===== src/rtl/counter_arb_pkg.sv =====
// Shared types and helpers for the counter arbiter: FSM state encoding,
// default sizes and the round-robin winner picker.
package counter_arb_pkg;

  typedef enum logic [1:0] {
    IDLE = 2'd0,
    RUN  = 2'd1,
    DONE = 2'd2
  } state_t;

  localparam int NREQ_DEF = 4;
  localparam int CW_DEF   = 5;
  localparam int MAXREQ   = 8;

  // One-hot winner: first set bit at or after rr, wrapping within nreq bits.
  function automatic logic [MAXREQ-1:0] rr_pick(input logic [MAXREQ-1:0] req,
                                                input logic [2:0] rr,
                                                input int nreq);
    logic [MAXREQ-1:0] pick;
    logic found;
    int idx;
    pick  = '0;
    found = 1'b0;
    for (int i = 0; i < MAXREQ; i++) begin
      idx = (int'(rr) + i) % nreq;
      if (i < nreq && !found && req[idx[2:0]]) begin
        pick[idx[2:0]] = 1'b1;
        found = 1'b1;
      end
    end
    return pick;
  endfunction

endpackage


===== src/rtl/shared_ctr.sv =====
// CW-bit up-counter shared by all requesters; clear has priority over enable.
module shared_ctr
  import counter_arb_pkg::*;
#(
  parameter int CW = CW_DEF
) (
  input  logic          clk,
  input  logic          rstn,
  input  logic          clr,
  input  logic          en,
  output logic [CW-1:0] cnt
);

  always_ff @(posedge clk or negedge rstn) begin
    if (!rstn) begin
      cnt <= '0;
    end else if (clr) begin
      cnt <= '0;
    end else if (en) begin
      cnt <= cnt + 1'b1;
    end
  end

endmodule


===== src/rtl/counter_arbiter.sv =====
// Round-robin arbiter that lends one shared counter to NREQ requesters for
// runs of len+1 counts. Define CNT_ABORT_EN to let an owner abort by dropping req.
module counter_arbiter
  import counter_arb_pkg::*;
#(
  parameter int NREQ = NREQ_DEF,
  parameter int CW   = CW_DEF
) (
  input  logic               clk,
  input  logic               rstn,
  input  logic [NREQ-1:0]    req,
  input  logic [NREQ*CW-1:0] len,
  output logic [NREQ-1:0]    grant,
  output logic               busy,
  output logic [CW-1:0]      cnt_out,
  output logic [NREQ-1:0]    done,
  output logic [1:0]         fsm_state
);

  localparam int RRW = (NREQ > 1) ? $clog2(NREQ) : 1;

  // Handshake: req is a level held by the client; the arbiter samples it
  // only in IDLE, and grant stays asserted from the capture edge through
  // the single-cycle done pulse, dropping on the edge after done.
  state_t            state_q;
  logic [RRW-1:0]    rr;
  logic [CW-1:0]     tc_q;
  logic [MAXREQ-1:0] req_ext;
  logic [MAXREQ-1:0] pick;
  logic [NREQ-1:0]   win_oh;
  logic [RRW-1:0]    win_idx;
  logic [CW-1:0]     win_len;
  logic              clr;
  logic              en;

  always_comb begin
    req_ext = '0;
    req_ext[NREQ-1:0] = req;
    pick    = rr_pick(req_ext, 3'(rr), NREQ);
    win_oh  = pick[NREQ-1:0];
    win_idx = '0;
    for (int i = 0; i < MAXREQ; i++) begin
      if (pick[i]) win_idx = RRW'(i);
    end
    win_len = len[int'(win_idx)*CW +: CW];
  end

`ifdef CNT_ABORT_EN
  logic owner_req;
  assign owner_req = |(req & grant);
`endif

  // The counter only runs while below the captured terminal count, so it never wraps.
  always_comb begin
    clr = 1'b0;
    en  = 1'b0;
    case (state_q)
      IDLE: clr = 1'b1;
      RUN: begin
        en = (cnt_out != tc_q);
`ifdef CNT_ABORT_EN
        if (!owner_req) begin
          clr = 1'b1;
          en  = 1'b0;
        end
`endif
      end
      DONE:    clr = 1'b1;
      default: clr = 1'b1;
    endcase
  end

  always_ff @(posedge clk or negedge rstn) begin
    if (!rstn) begin
      state_q <= IDLE;
      grant   <= '0;
      done    <= '0;
      busy    <= 1'b0;
      rr      <= '0;
      tc_q    <= '0;
    end else begin
      done <= '0;
      case (state_q)
        IDLE: begin
          if (|req) begin
            grant   <= win_oh;
            tc_q    <= win_len;
            rr      <= (win_idx == RRW'(NREQ - 1)) ? '0 : win_idx + 1'b1;
            busy    <= 1'b1;
            state_q <= RUN;
          end
        end
        RUN: begin
`ifdef CNT_ABORT_EN
          if (!owner_req) begin
            grant   <= '0;
            busy    <= 1'b0;
            state_q <= IDLE;
          end else
`endif
          if (cnt_out == tc_q) begin
            done    <= grant;
            state_q <= DONE;
          end
        end
        DONE: begin
          grant   <= '0;
          busy    <= 1'b0;
          state_q <= IDLE;
        end
        default: begin
          grant   <= '0;
          busy    <= 1'b0;
          state_q <= IDLE;
        end
      endcase
    end
  end

  assign fsm_state = state_q;

  shared_ctr #(.CW(CW)) u_ctr (
    .clk  (clk),
    .rstn (rstn),
    .clr  (clr),
    .en   (en),
    .cnt  (cnt_out)
  );

endmodule


===== config.mk =====
export PLATFORM = sky130hd
export DESIGN_NAME = counter_arbiter
export DESIGN_NICKNAME = d
export VERILOG_FILES = /design/src/rtl/counter_arb_pkg.sv /design/src/rtl/shared_ctr.sv /design/src/rtl/counter_arbiter.sv
export SDC_FILE = /design/constraint.sdc
export NUM_CORES = 1
export LEC_CHECK = 0
export ABC_AREA = 1
export BUFFER_PORTS_ARGS = -buffer_cell sky130_fd_sc_hd__clkbuf_2
export CAP_MARGIN = 15
export CORE_MARGIN = 1.5
export CORE_UTILIZATION = 53
export DETAILED_ROUTE_END_ITERATION = 16
export PLACE_DENSITY = 0.8
export SLEW_MARGIN = 30
export SYNTH_ARGS = -nofsm -noshare
export SYNTH_HDL_FRONTEND = slang
export SYNTH_SLANG_ARGS = --single-unit

===== constraint.sdc =====
create_clock -name clk -period 2.55 [get_ports clk]
set_input_delay 0.1275 -clock clk [delete_from_list [all_inputs] [get_ports clk]]
set_output_delay 0.1275 -clock clk [all_outputs]
set_load 0.05 [all_outputs]

* Word level (Yosys, flattened, before mapping) *
Index checks and enable logic that the tools add are counted.

word-level totals
  bits in registers = 23
  bits of input ports = 26
  logic and storage cells = 97

operators by class
  add/sub/neg operators = 5
  $mul = 1
  magnitude comparators = 8
  equality and inequality tests = 7
  shift-type cells = 1
  muxes and demuxes = 43
  bitwise logic cells = 7
  reduce and logical (&&, ||, !) cells = 18

operators by type and width
  cell                                                                   number
  8-bit two-way mux                                                      3
  20-bit by 6-bit variable part select with 5-bit output                 1
  2-bit two-way mux                                                      9
  4-bit two-way mux                                                      4
  8-bit OR                                                               2
  1-bit two-way mux                                                      14
  3-bit by 4-bit < comparator with 1-bit output, second input constant   3
  5-bit two-way mux                                                      2
  1-bit binary-select mux with 3-bit select                              3
  1-bit demux with 3-bit select                                          3
  3-bit by 1-bit >= comparator with 1-bit output, second input constant  3
  4-bit by 8-bit OR with 8-bit output                                    1
  4-bit case mux with 2 select lines                                     1
  1-bit logical AND                                                      7
  2-bit inequality test, second input constant                           3
  2-bit AND reduction                                                    3
  2-bit OR reduction                                                     3
  5-bit by 1-bit adder with 5-bit output, second input constant          1
  5-bit == test                                                          1
  2-bit by 3-bit multiplier with 5-bit output, second input constant     1
  5-bit inequality test                                                  1
  2-bit by 1-bit adder with 2-bit output, second input constant          2
  2-bit adder, second input constant                                     2
  2-bit by 4-bit < comparator with 1-bit output, second input constant   1
  other kinds (12)                                                       16

* Depth between registers and ports, before layout *
  word-level depth = 22
  gate-level depth with buffers = 17
  gate-level depth less buffers = 17

* Modules after synthesis *
A second synthesis with hierarchy kept.

unflattened totals
  cells, all modules = 245
  area, all modules = 1,666.6 sq um

by module, submodules not included
  module           instances  cells an instance  area each (sq um)
  counter_arbiter  1          213                1,400.1
  shared_ctr       1          32                 266.5

* Least setup slack after synthesis *
OpenSTA, ideal clock, no wires.

  path kind = reg2reg
  start = register rr[0]
  end = register tc_q[0]
  arrival time = 1.951 ns
  setup slack = 0.482 ns
  stages on the path, launching flop included = 18
  buffers on the path = 1
  period minus slack after synthesis = 2.068 ns
  cells stage by stage = dfrtp_1 -> inv_2 -> ha_1 -> inv_1 -> nand3_1 -> nand2_1 -> nand2_4 -> nor2_4 -> nand2_2 -> inv_2 -> nor2_4 -> buf_6 -> nor2_2 -> nor2_1 -> nand2_1 -> nand2_1 -> nand2_1 -> nand2_1

between the ends
  cells in the longest elaborated chain, start to end = 22
  elaborated cells on any way between the ends = 62
  those cells by class = 3 x add/sub; 1 x mul; 8 x order compare; 1 x shift; 30 x mux; 6 x bitwise; 13 x reduce/logical

RTL lines
  element                                                                                           line                                          text
  start: declaration                                                                                counter_arbiter.sv:26                         logic [RRW-1:0] rr;
  start signal: assignment                                                                          counter_arbiter.sv:88                         rr <= (win_idx == RRW'(NREQ - 1)) ? '0 : win_idx + 1'b1;
  2-bit by 1-bit adder with 2-bit output                                                            counter_arb_pkg.sv:25                         idx = (int'(rr) + i) % nreq;
  2-bit OR reduction (no source line)                                                               n/a
  1-bit AND (no source line)                                                                        n/a
  3-bit by 4-bit < comparator with 1-bit output (implied by the code) (tied with other cells)       counter_arb_pkg.sv:27                         pick[idx[2:0]] = 1'b1;
  1-bit logical AND (implied by the code) / 1-bit two-way mux (equally long branches)               counter_arb_pkg.sv:27, counter_arb_pkg.sv:26
  1-bit two-way mux (implied by the code) / 1-bit logical AND (equally long branches)               counter_arb_pkg.sv:27, counter_arb_pkg.sv:26
  1-bit demux with 3-bit select / 1-bit two-way mux (equally long branches)                         counter_arb_pkg.sv:27, counter_arb_pkg.sv:26
  4-bit by 8-bit OR with 8-bit output (no source line) / 1-bit logical NOT (equally long branches)  n/a
  [... 2 more ...]                                                                                  n/a
  8-bit two-way mux / 1-bit logical NOT (equally long branches)                                     counter_arb_pkg.sv:26                         if (i < nreq && !found && req[idx[2:0]]) begin
  8-bit OR (no source line) / 1-bit logical AND (equally long branches)                             n/a
  8-bit two-way mux (*)                                                                             counter_arb_pkg.sv:26
  1-bit two-way mux                                                                                 counter_arbiter.sv:43                         if (pick[i]) win_idx = RRW'(i);
  2-bit two-way mux (5 in series)                                                                   counter_arbiter.sv:43
  2-bit two-way mux (*)                                                                             counter_arbiter.sv:43
  2-bit by 3-bit multiplier with 5-bit output (*)                                                   counter_arbiter.sv:45                         win_len = len[int'(win_idx)*CW +: CW];
  20-bit by 6-bit variable part select with 5-bit output (*)                                        counter_arbiter.sv:45
  end signal: assignment                                                                            counter_arbiter.sv:87                         tc_q <= win_len;
  end: declaration                                                                                  counter_arbiter.sv:27                         logic [CW-1:0] tc_q;

Mark *: on every way between the ends. The rest lies on a longest branch, timed or not. The select of a mux whose other input is x is not followed.
A chain may end at the register's enable or synchronous reset.

* Final worst setup path *
  start = register rr[1]
  end = register tc_q[1]

The elaborated chain is that of the path after synthesis.

==> metrics <==
number of max-cap violations 0; Synth Register Bits 23; most frequent cell after synthesis nand2_1; Clock Power Share 6.0%; Least-Margin Pin Slew 0.561 ns; Final #Nets 319; io pins 42; Synth top cells by count nand2_1 (76), inv_1 (30), nor2_1 (30); Worst-path clk slew 0.13 ns; Std-Cell Core Area 3000 µm²; run status finished, final reports clean; post-synthesis sequential area ratio roughly a third; number of diodes 0; Gate power share 73.1%; fin area 1950 µm²; Pins Over Slew Limit 0; HP Start len[8]; hold path depth 5; Setup CP Type reg -> reg; RD Place Congestion 0.858; Peak VDD IR 748 µV; vias in the first global route 1444; Routed wire per std cell 11.2 µm; Post-Syn Area 1650 µm²; startpoint types register; drt pass-1 iters 4; Worst path slowest cell dfrtp_1; sequential power share 20.8%; vias 1603; CP max stage delay about 0.47 ns; width of the die 58.7 µm; chip height 58.7 µm; family with the most delay on the worst path simple AND/OR/NAND/NOR gates; 1st-iter DRT viols 73; Critical Path AT around 2.5 ns; r2r setup slk between 0.2 and 0.3 ns; pin count of the biggest net entering global routing 24; Syn Nets 270; Sw Pwr 0.00161 W; vias per cell 5.03; CTS sink cnt 23; Final Hold Fails 0; fin crit share about 90%; Net Sw Frac 56.3%; hold endpoint tc_q[3]; CP Buf/Inv Count 4; detailed-route DRC error count 0; RR Endpoint tc_q[1]; Clock Latency Late Sink 0.31 ns; Required @ worst endpoint 2.77 ns; Worst Hold Margin 0.103 ns; library cells used by synthesis 26; post-CTS resize count 0; first-pass GRT wire length about 6100 µm; asr flop ratio synth 100%; Overflow after GRT 0; placed cells 312; CTS Buffer Depth 2; top post-synthesis cells by area dfrtp_1 (35%), nand2_1 (17%), inv_1 (6.8%); H-tree depth reported by CTS 1; post-layout minimum cycle time 2.30 ns; EDFF count, synth 0; Root Driver clkbuf_4; Final Setup Violations 0; Max-slew headroom 62.6%; ANT nets after route 0; Yosys top cell area share 35.0%; Synth Flop Type dfrtp_1; LEAKAGE 1.13 nW; Crit path top cell by count nand2_1; Synth Warn # 0; PwrDens 1470 nW/µm²; cells along the critical path inv_1 -> ha_1 -> inv_1 -> nand3_1 -> nand2_1 -> nand3_1 -> nand2_1 -> clkinv_1 -> nand2_2 -> nor2_4 -> buf_12 -> nand3_1 -> nand2_1 -> nand2_1 -> nand2_1 -> nand2_1; final wirelength 3580 µm; Syn Area/Cell 6.92 µm²; unrepaired setup endpoints after global routing no; crit-path max FO 9; placed cell area approximately 1900 µm²; CTS Buf Count 3; global-route usage over all layers 22.2%; synthesized instance count 238; R2R depth 16; final std cells w/o fill 319; antenna violations before repair 0; Clock Skew 0.00364 ns; port bufs 41; Starting Density 54.8%; min-delay worst type in -> reg; internal power 0.00125 W; CTS tree yes; ratio of cells with drive above 1 in the final layout 25.2%; Syn-to-layout area delta 18.5%; fmax 435 MHz; Row Count 20; post-synth top area cell dfrtp_1; worst r2r src rr[1]; Worst Setup End Kind register; Detailed Place HPWL 2760 µm; die area around 3500 µm²; Setup Total Neg Slack 0 ns
-- worst min-delay path, cell delays in order --
cell      delay, ns
clkbuf_2       0.08
inv_1          0.04
nand2_1        0.04
nand2_1        0.05
a21oi_1        0.06
-- kinds of logic after synthesis --
| family | synth area share, % |
|---|---|
| AO/OA/AOI/OAI | 5.78 |
| XOR/XNOR | 2.13 |
| adder cells (fa/ha/maj) | 4.56 |
| buffers and inverters | 9.95 |
| flip-flops | 35.0 |
| AND/OR/NAND/NOR | 42.6 |
-- flip-flops by register name, summed over array words and instances, names as in the netlist --
register and flops:
tc_q 5, busy 1, grant 4, done 4, rr 2, u_ctr.cnt 5
fsm_state 2
-- how the worst max path moves through the flow --
stage           from       to  slack (ns)  cells after the start
2_1_floorplan  rr[0]  tc_q[0]        0.48                     17
3_3_place_gp   rr[1]  tc_q[4]        0.33                     16
3_5_place_dp   rr[1]  tc_q[1]        0.21                     16
4_1_cts        rr[1]  tc_q[1]        0.17                     16
5_1_grt        rr[1]  tc_q[0]        0.01                     16
6_report       rr[1]  tc_q[1]        0.25                     16
-- placed cells by master, fill, tap and decap left out, types with 2 or more instances in the layout --
master	n
nand3_2	2
clkinv_1	4
nor2_2	4
a21oi_1	4
nor2_4	4
inv_1	30
o21ai_0	6
ha_1	6
nand2_2	5
nor2_1	30
nand2_1	76
o22ai_1	5
nand3_1	19
clkbuf_2	41
dfrtp_1	23
nor3_1	2
buf_4	3
clkbuf_4	3
inv_2	2
nand2_4	4
xor2_1	3
-- layer usage --
layer	track usage [%]	part of all wire, %
met1	29.3	47
met2	38.6	47
met3	1.10	4.6
met4	7.79	1.6
met5	0	0
-- stage by stage --
stage / setup slack (ns) / utilization, % / power, W
6_report: 0.250 / 65.0 / 0.00286
5_1_grt: 0.0143 / 65.0 / 0.00314
4_1_cts: 0.168 / 64.0 / 0.00277
3_5_place_dp: 0.208 / 62.8 / 0.00259
3_3_place_gp: 0.335 / 62.8 / 0.00254
2_1_floorplan: 0.482 / - / 0.00221
-- area by class of cell --
cell class	count	area, µm²
clock inverters	1	5.00
clock buffers	3	22.5
fillers	266	1050
flip-flops and latches	23	576
inverters	37	141
well taps	33	41.3
multi-input cells	176	907
repair buffers	46	258
-- power by group through the flow --
stage / combinational, W / clock, W / sequential [W]
CTS: 0.00200 / 0.000173 / 0.000596
floorplan: 0.00139 / 0 / 0.000826
global route: 0.00234 / 0.000189 / 0.000610
global placement: 0.00195 / 0 / 0.000594
finish: 0.00209 / 0.000172 / 0.000596
detailed placement: 0.00199 / 0 / 0.000602
-- what timing repair did --
action / CTS / global route
setup endpoints to repair: 0 / 5
hold endpoints to repair: 23 / 0
hold buffers: 1 / 0
buffers inserted: 0 / 2
Note: power is estimated with default switching activity, not from simulation.
